===== src/rtl/ecb_ctrl_pkg.sv =====
// Shared constants for the bit-serial ECB controller: FSM encodings,
// default block width and completed-block counter width.
package ecb_ctrl_pkg;

    localparam logic [1:0] ST_IDLE = 2'b00;
    localparam logic [1:0] ST_RUN  = 2'b01;
    localparam logic [1:0] ST_DONE = 2'b10;

    localparam int unsigned BLOCK_W_DEFAULT = 8;
    localparam int unsigned BLK_CNT_W       = 16;

endpackage


===== src/rtl/ebc_enc_1bit.sv =====
// One-bit XOR encryption cell used as the serial datapath of ecb_serial_ctrl.
module ebc_enc_1bit (
    input  logic K,
    input  logic PT,
    output logic CT
);

    assign CT = PT ^ K;

endmodule


===== src/rtl/ecb_serial_ctrl.sv =====
// Bit-serial ECB sequencer: accepts a block/key, streams LSB-first through
// ebc_enc_1bit, presents the ciphertext. Optional macro: ECB_BLK_CNT_EN.
module ecb_serial_ctrl
    import ecb_ctrl_pkg::*;
#(
    parameter int unsigned BLOCK_W = BLOCK_W_DEFAULT
) (
    input  logic               clk,
    input  logic               rst_n,
    input  logic               in_valid,
    output logic               in_ready,
    input  logic [BLOCK_W-1:0] in_pt,
    input  logic [BLOCK_W-1:0] in_key,
    output logic               out_valid,
    input  logic               out_ready,
    output logic [BLOCK_W-1:0] out_ct,
    output logic               busy
`ifdef ECB_BLK_CNT_EN
    ,
    output logic [BLK_CNT_W-1:0] blk_cnt
`endif
);

    localparam int unsigned CNT_W = $clog2(BLOCK_W);
    localparam logic [CNT_W-1:0] CNT_LAST = CNT_W'(BLOCK_W - 1);

    logic [1:0]         state;
    logic [BLOCK_W-1:0] pt_sr;
    logic [BLOCK_W-1:0] key_sr;
    logic [BLOCK_W-1:0] ct_sr;
    logic [CNT_W-1:0]   cnt;
    logic               ct_bit;

    ebc_enc_1bit u_enc (
        .K  (key_sr[0]),
        .PT (pt_sr[0]),
        .CT (ct_bit)
    );

    // Counter holds at CNT_LAST on the exit edge so it never wraps inside a block.
    always_ff @(posedge clk or negedge rst_n) begin
        if (!rst_n) begin
            state  <= ST_IDLE;
            pt_sr  <= '0;
            key_sr <= '0;
            ct_sr  <= '0;
            cnt    <= '0;
        end else begin
            case (state)
                ST_IDLE: begin
                    if (in_valid) begin
                        pt_sr  <= in_pt;
                        key_sr <= in_key;
                        ct_sr  <= '0;
                        cnt    <= '0;
                        state  <= ST_RUN;
                    end
                end
                ST_RUN: begin
                    ct_sr  <= {ct_bit, ct_sr[BLOCK_W-1:1]};
                    pt_sr  <= pt_sr >> 1;
                    key_sr <= key_sr >> 1;
                    if (cnt == CNT_LAST) begin
                        state <= ST_DONE;
                    end else begin
                        cnt <= cnt + CNT_W'(1);
                    end
                end
                ST_DONE: begin
                    if (out_ready) begin
                        state <= ST_IDLE;
                    end
                end
                default: state <= ST_IDLE;
            endcase
        end
    end

`ifdef ECB_BLK_CNT_EN
    logic [BLK_CNT_W-1:0] blk_q;

    always_ff @(posedge clk or negedge rst_n) begin
        if (!rst_n) begin
            blk_q <= '0;
        end else if (state == ST_DONE && out_ready) begin
            blk_q <= blk_q + BLK_CNT_W'(1);
        end
    end

    assign blk_cnt = blk_q;
`endif

    assign in_ready  = (state == ST_IDLE);
    assign out_valid = (state == ST_DONE);
    assign busy      = (state == ST_RUN) || (state == ST_DONE);
    assign out_ct    = ct_sr;

endmodule


===== config.mk =====
export PLATFORM = sky130hd
export DESIGN_NAME = ecb_serial_ctrl
export DESIGN_NICKNAME = d
export VERILOG_FILES = /design/src/rtl/ecb_ctrl_pkg.sv /design/src/rtl/ebc_enc_1bit.sv /design/src/rtl/ecb_serial_ctrl.sv
export SDC_FILE = /design/constraint.sdc
export NUM_CORES = 1
export LEC_CHECK = 0
export ABC_AREA = 1
export CORE_AREA = 4 4 57 64
export CTS_CLUSTER_DIAMETER = 150
export DETAILED_ROUTE_END_ITERATION = 16
export DIE_AREA = 0 0 61 68
export GPL_TIMING_DRIVEN = 0
export PLACE_DENSITY = 0.8
export SYNTH_ARGS = -nofsm -noshare
export SYNTH_HDL_FRONTEND = slang
export SYNTH_SLANG_ARGS = --single-unit

===== constraint.sdc =====
create_clock -name clk -period 1.8 [get_ports clk]
set_clock_uncertainty 0.2 [all_clocks]
set_input_delay 0.18 -clock clk [delete_from_list [all_inputs] [get_ports clk]]
set_output_delay 0.18 -clock clk [all_outputs]
set_load 0.02 [all_outputs]

==> results.md, run 1 <==
* Vias in the first global route at 1163
* DRT iter0 DRCs at 61
* Post-Syn Area at 1440 um^2
* TritonCTS buffer count at 5
* Final Critical Period at 1.72 ns
* Fraction of registers with async set/reset at 100%
* WL final at 2.87 mm
* Via count at 1244
* Clock buffer depth at 2
* NetSw at 1.18 mW
* Flop-to-flop setup slack at 0.11 ns
* CTS tree: built
* WP data arrival at 1.34 ns
* Number of synthesized flops with an enable pin at 0
* CP Launch Type: flop
* Yosys reg bits at 29
* Initial Utilization at 48.2%
* Clock root cell: clkbuf_4
* PD cells at 1510 nW/um^2
* Seq/Total Area, Yosys at 50.3%
* Clk_lat worst skew at 0.33 ns
* Initial DRT Pass Iterations at 4
* Crit share post-route at 95.3%
* Global-route wire length before repair at 4.90 mm
* Clock sink count at 29
* H-tree levels at 2
* Status: finished clean
* Crit path buf inv count at 1
* Reg clk slew, reported paths at 0.09 ns
* Final hold vios at 0
* Yosys top cell area share at 50.3%
* Sw frac at 42.4%
* Die area at 4150 um^2
* Final HPWL DP at 2.02 mm
* Total Routing Usage GR at 16.1%
* Yosys warnings at 0
* Top Family by Delay on Critical Path: buffers and inverters
* Worst path required time at 1.42 ns
* Peak supply drop at 0.000784 V
* Nets@finish at 256
* DP Worst Slack at -0.145 ns
* Critical path class: reg2out
* Achievable Freq at 583 MHz
* Largest area contributor in the netlist: dfrtp_1
* Hold_ws at 0.196 ns
* Layout cells sized above 1 at 9.52%
* Fin. max-slew vios at 0
* Critical Path Start: out_ct[7]
* Synthesized area per cell at 7.55 um^2
* Largest net degree at the start of global routing at 30
* Setup ws final at 0.0838 ns
* Layout area overhead at 27.7%
* Internal at 1.60 mW
* Combinational Power Share at 48.6%
* Worst path max stage delay at 0.62 ns
* Initial antenna violation count at 0
* Port-buffer cells at 30
* Yosys cell types at 14
* Slowest CP cell: clkdlybuf4s50_1
* Routability cong. at 0.733
* Top cells by count, synth: 129 x nand2_1, 29 x dfrtp_1, 6 x ha_1, 6 x inv_1, 5 x nand3_1
* Final setup viols at 0
* Worst slew pin tran at 0.632 ns
* Io pins at 31
* Top cells by area, synth: dfrtp_1 50%, nand2_1 34%, ha_1 5.2%
* ANT nets after route at 0
* Non-filler instance count after layout at 265
* Main flop type after synthesis: dfrtp_1
* Max Cap Viol at 0
* Final Power at 2.78 mW
* Die width at 61 um
* GRT overflow at 0
* Unrepaired setup endpoints after global routing: yes
* Top-count cell post-synth: nand2_1
* Rel. slew slack at 57.9%
* Post-Syn Instances at 191
* Syn nets at 217
* Die Span Y at 68 um
* CP Capture Type: primary output
* Core footprint at 3000 um^2
* Post-DR vias/cell at 4.69
* Num rows at 21
* Hold Crit Class: in2async
* Cells after DPL at 255
* Clock share of power at 13.5%
* Fillers at 289
* Sequential power share at 37.8%
* N_diodes at 0
* Pleak at 1.04 nW
* CP Max Fanout at 3
* Reg-to-Reg Start: state[0]
* Wirelength per Cell at 10.8 um
* DR DRC count at 0
* CP Cell Sequence: clkdlybuf4s50_1
## power by group through the flow
stage	registers, mW	logic [mW]	clock network (mW)
final	1.05	1.35	0.376
after global routing	1.08	1.55	0.414
after CTS	1.05	1.38	0.388
after detailed placement	1.06	1.37	0
after global placement	1.05	1.34	0
after floorplan	1.09	0.924	0
## layout by cell type (no fill, tap or decap), drive strengths merged
cell type / instances
a21oi: 1
buf: 9
clkbuf: 10
clkdlybuf4s50: 26
dfrtp: 29
dlygate4sd2: 1
dlygate4sd3: 1
ha: 6
inv: 9
nand2: 130
nand3: 5
nand3b: 1
nand4: 2
xor2: 1
## cells by family after synthesis
group | Yosys count | synth area share, %
xor gates and xnor gates | 1 | 0.607
buffers and inverters | 16 | 6.16
AOI/OAI and AO/OA | 1 | 0.607
and+or+nand+nor | 138 | 37.1
adders and majority gates | 6 | 5.20
DFF | 29 | 50.3
## layout make-up
type	count	area (um^2)	area share, %
well taps	34	42.5	2.31
flip-flops and latches	29	726	39.4
inverters	9	33.8	1.83
plain buffers	7	58.8	3.19
clock buffers	8	48.8	2.65
multi-input cells	146	631	34.2
repair buffers	32	302	16.4
## through the flow
| step | setup TNS, ns | area [um^2] | util, % |
|---|---|---|---|
| after global placement | -4.13 | 1790 | 59.6 |
| after CTS | -0.0246 | 1840 | 61.5 |
| final | 0 | 1840 | 61.5 |
| after detailed placement | -4.20 | 1790 | 59.6 |
| after floorplan | 0 | 1440 | - |
| after global routing | -0.0143 | 1840 | 61.5 |
## repair_timing
item | CTS | global route
hold endpoints to repair | 0 | 29
cloned | 0 | 0
buffers inserted | 1 | 0
resized for setup | 6 | 3
hold buffers | 0 | 1
endpoints found under the setup margin | 3 | 11
## flip-flops by register name (all words and copies together) (netlist names)
register and flops:
cnt 3, key_sr 8, out_ct 8, pt_sr 8, state 2
## final timing paths
path	end	cells past startpoint
min reg2reg	key_sr[1]	2
max	out_ct[7]	1
min in group clk	pt_sr[7]	3
max reg2reg	key_sr[4]	9
min	key_sr[0]	2
max in group asynchronous	out_ct[3]	2
## metal layers
layer  up-vias  part of all wire (%)  track usage, %
li1        654                     -               -
met1       564                    45            18.1
met2        20                    48            26.9
met3         6                   5.7            6.60
met4         0                   1.7            6.50
met5         -                     0               0
Power figures use the tool's default switching activity.
==> inputs of run 2 (changes only) <==
--- a/config.mk
+++ b/config.mk
@@ -6,12 +6,12 @@
 export NUM_CORES = 1
 export LEC_CHECK = 0
 export ABC_AREA = 1
-export CORE_AREA = 4 4 57 64
+export CORE_AREA = 4 4 59 67
 export CTS_CLUSTER_DIAMETER = 150
 export DETAILED_ROUTE_END_ITERATION = 16
-export DIE_AREA = 0 0 61 68
+export DIE_AREA = 0 0 63 71
 export GPL_TIMING_DRIVEN = 0
-export PLACE_DENSITY = 0.8
+export PLACE_DENSITY = 0.77
 export SYNTH_ARGS = -nofsm -noshare
 export SYNTH_HDL_FRONTEND = slang
 export SYNTH_SLANG_ARGS = --single-unit
==> constraint.sdc (replaced) <==
create_clock -name clk -period 1.53 [get_ports clk]
set_clock_uncertainty 0.2 [all_clocks]
set_input_delay 0.153 -clock clk [delete_from_list [all_inputs] [get_ports clk]]
set_output_delay 0.153 -clock clk [all_outputs]
set_load 0.02 [all_outputs]
==> run 2 against run 1 <==
  * The flow now finishes with violations (negative setup slack)
  * Register-to-register slack worse by 0.11 ns
  * Clock power up 42%
  * Die area up 7.8%
  * Cell count up 4.5%
  * Design area up 16%
  * Sequential cell count unchanged
  * Worst hold slack worse by 0.020 ns
  * Critical path depth up 2
  * Count of clock-buffer cells in the layout down 1
  * Largest power group unchanged
==> results.md, run 2 (same netlist as run 1, synthesis figures left out) <==
* Wirelength per Cell at 12.4 um (was 10.8 um)
* Post-DR vias/cell at 4.85 (was 4.69)
* Num rows at 22 (was 21)
* Final HPWL DP at 2.05 mm (was 2.02 mm)
* Total Routing Usage GR at 15.3% (was 16.1%)
* Non-filler instance count after layout at 277 (was 265)
* Hold Crit Class: in2reg (was in2async)
* Critical Path Start: state[0] (was out_ct[7])
* Final hold vios at 0 (unchanged)
* Failing checks: negative setup slack
* Clock root cell: clkbuf_4 (unchanged)
* Worst path max stage delay at 0.46 ns (was 0.62 ns)
* N_diodes at 0 (unchanged)
* Die area at 4470 um^2 (was 4150 um^2)
* GRT overflow at 0 (unchanged)
* Pleak at 1.20 nW (was 1.04 nW)
* Initial DRT Pass Iterations at 4 (unchanged)
* Die Span Y at 71 um (was 68 um)
* Top Family by Delay on Critical Path: flip-flops (was buffers and inverters)
* Clock buffer depth at 2 (unchanged)
* Final setup viols at 3 (was 0)
* Reg-to-Reg Start: state[1] (was state[0])
* CP Max Fanout at 3 (unchanged)
* Status: finished with violations (was finished clean)
* Via count at 1344 (was 1244)
* Worst path required time at 1.18 ns (was 1.42 ns)
* Routability cong. at 0.803 (was 0.733)
* Crit share post-route at 102%
* DR DRC count at 0 (unchanged)
* Clock share of power at 12.7% (was 13.5%)
* Critical path class: reg2out (unchanged)
* Initial Utilization at 44.0% (was 48.2%)
* ANT nets after route at 0 (unchanged)
* Most common cell after layout, fill and taps aside: nand2_1 (unchanged)
* Nets@finish at 266 (was 256)
* Achievable Freq at 639 MHz
* Max Cap Viol at 0 (unchanged)
* Final Power at 4.19 mW (was 2.78 mW)
* Setup ws final at -0.0341 ns (was 0.0838 ns)
* Io pins at 31 (unchanged)
* Peak supply drop at 0.000978 V (was 0.000784 V)
* H-tree levels at 2 (unchanged)
* Worst hold start: in_key[7]
* CP Launch Type: flop (unchanged)
* Global-route wire length before repair at 5.41 mm (was 4.90 mm)
* WP data arrival at 1.21 ns (was 1.34 ns)
* Initial antenna violation count at 0 (unchanged)
* Final Critical Period at 1.56 ns
* WL final at 3.44 mm (was 2.87 mm)
* Reg clk slew, reported paths at 0.10 ns (was 0.09 ns)
* CTS tree: built (unchanged)
* Sequential power share at 30.2% (was 37.8%)
* Clk_lat worst skew at 0.33 ns (about the same)
* PD cells at 1950 nW/um^2 (was 1510 nW/um^2)
* Cells after DPL at 257 (was 255)
* Rel. slew slack at 54.7% (was 57.9%)
* Most frequent cells in the layout: 113 x nand2_1, 28 x dfrtp_1, 18 x clkdlybuf4s50_1, 13 x nand2_2, 8 x dlygate4sd2_1 (was 129 x nand2_1, 29 x dfrtp_1, 26 x clkdlybuf4s50_1, 6 x inv_1)
* Worst slew pin tran at 0.680 ns (was 0.632 ns)
* Slowest CP cell: dfrtp_2 (was clkdlybuf4s50_1)
* Die width at 63 um (was 61 um)
* CP Capture Type: primary output (unchanged)
* Clock sink count at 29 (unchanged)
* Fillers at 281 (was 289)
* Layout cells sized above 1 at 24.1% (was 9.52%)
* TritonCTS buffer count at 5 (unchanged)
* DP Worst Slack at -0.421 ns (was -0.145 ns)
* Port-buffer cells at 30 (unchanged)
* Largest net degree at the start of global routing at 30 (unchanged)
* Crit path buf inv count at 2 (was 1)
* DRT iter0 DRCs at 79 (was 61)
* CP Cell Sequence: inv_2, ha_2, buf_6 (was clkdlybuf4s50_1)
* Core footprint at 3280 um^2 (was 3000 um^2)
* Unrepaired setup endpoints after global routing: yes (unchanged)
* Combinational Power Share at 57.0% (was 48.6%)
* Fin. max-slew vios at 0 (unchanged)
* NetSw at 1.72 mW (was 1.18 mW)
* Internal at 2.47 mW (was 1.60 mW)
* Layout area overhead at 48.7% (was 27.7%)
* Sw frac at 41.1% (was 42.4%)
* Vias in the first global route at 1264 (was 1163)
* Hold_ws at 0.176 ns (was 0.196 ns)
==> run 2: changes by cell type in the layout (fill, tap and decap cells not counted), sizes merged <==
cell | previous run | this run
buf | 9 | 19
clkdlybuf4s50 | 26 | 18
clkinv | 0 | 1
dlygate4sd2 | 1 | 8
==> run 2: worst min-delay path: stages <==
cell             delay [ns]
clkdlybuf4s50_1        0.39
nand3_1                0.08
nand2_1                0.04
==> run 2: final timing paths <==
path / slack (ns) / cells past startpoint / to
max in group asynchronous: 0.46 / 2 / state[0]
worst max-delay path: -0.03 / 3 / out_valid
min in group asynchronous: 0.20 / 2 / pt_sr[5]
worst min-delay path: 0.18 / 3 / key_sr[7]
worst min register to register: 0.27 / 2 / out_ct[0]
worst max register to register: 0 / 8 / key_sr[2]
==> run 2: power groups by stage <==
stage          clock, mW  sequential, mW  combinational, mW
2_1_floorplan          0            1.28               1.14
3_3_place_gp           0            1.24               1.61
3_5_place_dp           0            1.25               1.65
4_1_cts            0.548            1.24               1.93
5_1_grt            0.590            1.31               2.64
6_report           0.533            1.27               2.39
==> run 2: what timing repair did <==
| action | in CTS | in global routing |
|---|---|---|
| pin swaps | 1 | 4 |
| setup endpoints to repair | 67 | 32 |
| setup buffers | 7 | 2 |
| endpoints found under the hold margin | 0 | 29 |
| gates resized for setup | 44 | 32 |
| gates cloned | 1 | 2 |
| hold buffers | 0 | 1 |
==> run 2: cell type report <==
type / instances / area, um^2 / share of cell area [%]
buffer: 6 / 78.8 / 3.68
inverter: 9 / 51.3 / 2.39
clock buffer: 7 / 65.1 / 3.03
timing repair buffer: 43 / 435 / 20.3
multi-input combinational: 146 / 737 / 34.4
sequential: 29 / 727 / 33.9
clock inverter: 1 / 5.00 / 0.233
tap: 36 / 45.0 / 2.10
==> run 2: metal layers <==
layer  global-route usage (%)  up-vias  part of all wire (%)
met5                        0        -                     0
met4                     5.88        0                   2.9
met3                     4.60       12                   5.2
met2                     24.6       38                    50
met1                     19.2      615                    42
li1                         -      679                     -
==> run 2: per-stage QoR <==
step	area (um^2)	setup TNS (ns)	util, %
6_report	2140	-0.0703	65.5
3_5_place_dp	1800	-14.31	55.0
4_1_cts	1980	-0.0247	60.4
2_1_floorplan	1460	0	-
5_1_grt	2140	-1.43	65.5
3_3_place_gp	1800	-12.67	55.0
